===== config.mk =====
export PLATFORM = sky130hd
export DESIGN_NAME = seg7_scan_driver
export DESIGN_NICKNAME = d
export VERILOG_FILES = /design/src/rtl/seg7_scan_driver.sv
export SDC_FILE = /design/constraint.sdc
export NUM_CORES = 1
export LEC_CHECK = 0
export CORE_UTILIZATION = 54
export CTS_BUF_LIST = sky130_fd_sc_hd__clkbuf_4 sky130_fd_sc_hd__clkbuf_8 sky130_fd_sc_hd__clkbuf_16
export DETAILED_ROUTE_END_ITERATION = 10
export PLACE_DENSITY = 0.81
export SYNTH_ARGS = -nofsm -noshare
export SYNTH_HDL_FRONTEND = slang
export SYNTH_SLANG_ARGS = --single-unit

===== constraint.sdc =====
create_clock -name clk -period 3.2 [get_ports clk]
set_clock_uncertainty 0.15 [all_clocks]
set_input_delay 0.64 -clock clk [delete_from_list [all_inputs] [get_ports clk]]
set_output_delay 0.64 -clock clk [all_outputs]
set_load 0.005 [all_outputs]

===== src/rtl/seg7_scan_driver.sv =====
// Purpose: time-multiplexed scanner/decoder for a common-anode 7-segment display.
// Latency: seg/an are registered and lag scan_idx by 1 cycle; a load shows on the following update.
// Backpressure: none; load is a single-cycle capture strobe, and enable=0 darkens the display and holds the scan.
module seg7_scan_driver #(
  parameter int NUM_DIGITS  = 8,
  parameter int REFRESH_DIV = 100000,
  localparam int SW = (NUM_DIGITS > 1) ? $clog2(NUM_DIGITS) : 1,
  localparam int DW = $clog2(REFRESH_DIV)
) (
  input  logic                    clk,
  input  logic                    rst,
  input  logic                    enable,
  input  logic                    load,
  input  logic [4*NUM_DIGITS-1:0] digits_in,
  input  logic [NUM_DIGITS-1:0]   dp_in,
  input  logic                    hex_en,
  input  logic                    lz_blank,
  output logic [7:0]              seg,
  output logic [NUM_DIGITS-1:0]   an,
  output logic [SW-1:0]           scan_idx
);

  localparam logic [DW-1:0] DIV_LAST  = DW'(REFRESH_DIV - 1);
  localparam logic [SW-1:0] SCAN_LAST = SW'(NUM_DIGITS - 1);
  localparam logic [6:0]    SEG_DASH  = 7'b0111111;
  localparam logic [6:0]    SEG_BLANK = 7'b1111111;

  logic [DW-1:0]           div_q, div_d;
  logic [SW-1:0]           scan_q, scan_d;
  logic [4*NUM_DIGITS-1:0] shadow_q, shadow_d;
  logic [NUM_DIGITS-1:0]   dp_q, dp_d;
  logic [7:0]              seg_q, seg_d;
  logic [NUM_DIGITS-1:0]   an_q, an_d;

  // Nibble to active-low g..a pattern; in BCD mode values 10..15 show a dash.
  function automatic logic [6:0] decode(input logic [3:0] n, input logic hex);
    logic [6:0] r;
    case (n)
      4'h0: r = 7'b1000000;
      4'h1: r = 7'b1111001;
      4'h2: r = 7'b0100100;
      4'h3: r = 7'b0110000;
      4'h4: r = 7'b0011001;
      4'h5: r = 7'b0010010;
      4'h6: r = 7'b0000010;
      4'h7: r = 7'b1111000;
      4'h8: r = 7'b0000000;
      4'h9: r = 7'b0010000;
      4'hA: r = hex ? 7'b0001000 : SEG_DASH;
      4'hB: r = hex ? 7'b0000011 : SEG_DASH;
      4'hC: r = hex ? 7'b1000110 : SEG_DASH;
      4'hD: r = hex ? 7'b0100001 : SEG_DASH;
      4'hE: r = hex ? 7'b0000110 : SEG_DASH;
      default: r = hex ? 7'b0001110 : SEG_DASH;
    endcase
    return r;
  endfunction

  // Refresh divider and digit pointer; both freeze while disabled.
  always_comb begin
    div_d  = div_q;
    scan_d = scan_q;
    if (enable) begin
      if (div_q == DIV_LAST) begin
        div_d  = '0;
        scan_d = (scan_q == SCAN_LAST) ? '0 : scan_q + 1'b1;
      end else begin
        div_d = div_q + 1'b1;
      end
    end
  end

  // Shadow capture is independent of enable so the value can be staged while dark.
  always_comb begin
    shadow_d = load ? digits_in : shadow_q;
    dp_d     = load ? dp_in     : dp_q;
  end

  // Next display pattern for the currently selected digit, including leading-zero blanking.
  always_comb begin
    logic [3:0] nib;
    logic       dp_bit;
    logic       blank;
    logic       zacc;
    nib    = '0;
    dp_bit = 1'b0;
    blank  = 1'b0;
    zacc   = 1'b1;
    seg_d  = 8'hFF;
    an_d   = '1;
    // Walk from the most significant digit down: zacc is set while everything at/above i is zero.
    for (int i = NUM_DIGITS - 1; i >= 0; i--) begin
      zacc = zacc && (shadow_q[4*i +: 4] == 4'h0);
      if (scan_q == SW'(i)) begin
        nib    = shadow_q[4*i +: 4];
        dp_bit = dp_q[i];
        blank  = lz_blank && zacc && (i != 0);
      end
    end
    if (enable) begin
      for (int k = 0; k < NUM_DIGITS; k++) begin
        an_d[k] = ~(scan_q == SW'(k));
      end
      seg_d = {~dp_bit, blank ? SEG_BLANK : decode(nib, hex_en)};
    end
  end

  // State and output registers; reset leaves the display dark at digit 0.
  always_ff @(posedge clk or posedge rst) begin
    if (rst) begin
      div_q    <= '0;
      scan_q   <= '0;
      shadow_q <= '0;
      dp_q     <= '0;
      seg_q    <= 8'hFF;
      an_q     <= '1;
    end else begin
      div_q    <= div_d;
      scan_q   <= scan_d;
      shadow_q <= shadow_d;
      dp_q     <= dp_d;
      seg_q    <= seg_d;
      an_q     <= an_d;
    end
  end

  assign seg      = seg_q;
  assign an       = an_q;
  assign scan_idx = scan_q;

endmodule


==> flow_summary.yaml <==
power_and_ir_drop:
  p_sw_w: 0.000636
  switching_share_pct: 26.2
  p_leak_nw: 2.00
  powerDensity_nw_per_um2: 488
  p_int_w: 0.00179
  pwr-share-clk_pct: 37.2
  pwr-share-seq_pct: 48.3
  pwr-share-comb_pct: 14.5
  ir_drop_mv: 0.357
route:
  routedWlPerCell_um: 17.9
  drt_pass1_iterations: 5
  finalWirelength_um: 9590
  ant_nets: 0
  vias: 3206
  drc_errors: 0
  avgViaCountPerCell: 5.98
  drt_iter0_markers: 300
clocking:
  cts_tree: "done"
  post-cts-setup-buffers: 0
  clk_pin_slew_worst_paths_ns: 0.08
  h-tree-depth: 3
  holdBufCountCts: 0
  cts.sink_count: 76
  clk_latency_ns: 0.36
  clock_path_buffers: 2
  root_buffer: "clkbuf_8"
  numCtsBuffers: 9
  cts_resized: 0
global_routing:
  grtUsageTotal_pct: 26.9
  overflow: 0
  first_global_vias: 3170
  grt_max_degree: 31
  grt_pass1_wl_um: 15500
  antenna_found_initial: 0
place:
  gp_congestion: 0.891
  portBuffers: 64
  place_area_um2: 4730
  dp.final_hpwl_um: 6990
finish:
  design_area_um2: 4980
  diodes: 0
  syn_to_final_growth_pct: 24.3
  fin_util_pct: 69.0
  drive_above_1_share_pct: 22.7
  num-nets-final: 485
timing:
  max_freq_ghz: 0.334
  drv_slew: 0
  period_share_pct: 93.5
  worst_slew_margin_rel_pct: 47.0
  worst_pin_slew_ns: 0.795
  setup_viol: 0
  period_needed_ns: 2.99
  rsz0062_at_grt: "no"
  fin_tns_setup_ns: 0
  hold_viol_final: 0
critical_path:
  worstPathArrival_ns: 3.12
  worstSetupStartpointType: "flip-flop"
  slowest_stage: "ha_1"
  critical_path_buf_inv_count: 1
  r2r_slack_ns: 0.21
  cp.required_ns: 3.33
  path_max_fanout: 20
  crit_path_max_incr_delay_ns: 0.69
  end_kind: "flip-flop"
  crit_chain: "inv_1 -> ha_1 -> nand2_2 -> o22ai_1 -> a211oi_2 -> a2bb2o_1 -> a221oi_2"
  startpoint: "scan_idx[0]"
  rr_startpoint: "scan_idx[0]"
  crit_type: "flip-flop to flip-flop"
  path_delay_family: "compound AO/OA/AOI/OAI gates"
hold_path:
  hold_path_class: "flip-flop to flip-flop"
  hp-start: "div_q[4]"
synthesis:
  synth_seq_cells: 76
  syn-cell-area_um2: 4010
  yosys_warnings: 0
  yosysTopAreaCell: "dfrtp_1"
  synth_cell_types: 64
  synth.net_count: 421
  synth-seq-area-share_pct: 48.0
  syn_area_per_cell_um2: 10.9
  synthArstFlopShare_pct: 100
  synth-edff-count: 0
  yosysMostFrequentCell: "dfrtp_1"
  synth_common_cells: "dfrtp_1, mux2_2, nand2_1"
  netlist_instances: 368
  synth_flop_cell: "dfrtp_1"
  synth_largest_type_area_fraction_pct: 37.5
  synth_area_leaders: "dfrtp_1, dfstp_2, mux2_2"
outcome:
  status: "finished, final reports clean"
floorplanning:
  core_area_um2: 7210
  initial_core_util_pct: 55.5
  die_w_um: 88.1
  ios: 65
  die-area_um2: 7770
  fp-row-count: 31
  die_h_um: 88.1
run:
  maxCapViolations: 0
## area by class of cell
class                   instances  area (um^2)
repair buffers                 72          708
inverters                      12         45.0
well taps                      99          124
fillers                       561         2230
clock buffers                   9          124
clock inverters                 7          124
multi-input cells             261         1930
flip-flops and latches         76         1920
## sequential cells by signal (all words and copies together) (netlist names)
name,flops
shadow_q,32
dp_q,8
scan_idx,3
an,8
seg,8
div_q,17
## placed cells by master (no fill, tap or decap), drive strengths merged, types with 6 or more instances in the layout
master / instances
o21ai: 13
clkdlybuf4s50: 63
nand4: 10
ha: 7
mux2: 36
a21oi: 28
dfstp: 16
dfrtp: 60
nor2b: 7
nand2: 33
xor2: 8
nor4: 6
inv: 13
xnor2: 7
clkbuf: 9
nor2: 18
o22ai: 7
buf: 9
nand3: 13
## metrics by stage
step                      cells  hold slack, ns  total power (W)  worst slack, ns
final                       536           0.327          0.00243            0.209
after global routing        536           0.348          0.00254          0.00151
after CTS                   536           0.332          0.00244            0.214
after detailed placement    520           0.309          0.00154            0.249
after global placement      520           0.307          0.00152            0.331
after floorplan             368           0.288          0.00138            0.498
## routing by layer
layer | global-route usage (%) | wire length [um] | up-vias
met5 | 0 | 0 | -
met4 | 10.9 | 197 | 0
met3 | 4.15 | 517 | 22
met2 | 47.4 | 5030 | 123
met1 | 33.1 | 3850 | 1583
li1 | - | - | 1478
## worst register-to-register path, stage by stage (launching register included)
cell and delay [ns]:
dfrtp_1 0.44, inv_1 0.13, ha_1 0.69, nand2_2 0.29, o22ai_1 0.50, a211oi_2 0.12
a2bb2o_1 0.32, a221oi_2 0.28
## worst paths after layout
kind	endpoint	cells after the start
max	seg[1]	7
min	div_q[4]	1
max reg2reg	seg[1]	7
min reg2reg	div_q[4]	1
max in group asynchronous	seg[2]	3
min in group asynchronous	div_q[0]	2
## cell families (layout without fill, tap and decap cells)
kind of cell             after synthesis  count (layout)  synth area share (%)
AO/OA/AOI/OAI                         91              91                  17.4
XOR/XNOR                              15              15                  3.28
adder cells (fa/ha/maj)                8               8                  2.47
buffers and inverters                 31             100                  3.84
flip-flops                            76              76                  48.0
multiplexers                          38              38                  10.6
AND/OR/NAND/NOR                      109             109                  14.5
## power groups by stage
stage	Clock [W]	Combinational [W]	Sequential, W
final	0.000904	0.000352	0.00117
after floorplan	0	0.000222	0.00116
after CTS	0.000916	0.000354	0.00117
after detailed placement	0	0.000352	0.00119
after global routing	0.000964	0.000388	0.00119
after global placement	0	0.000342	0.00118
No activity file was read; power rests on OpenSTA's default activity.
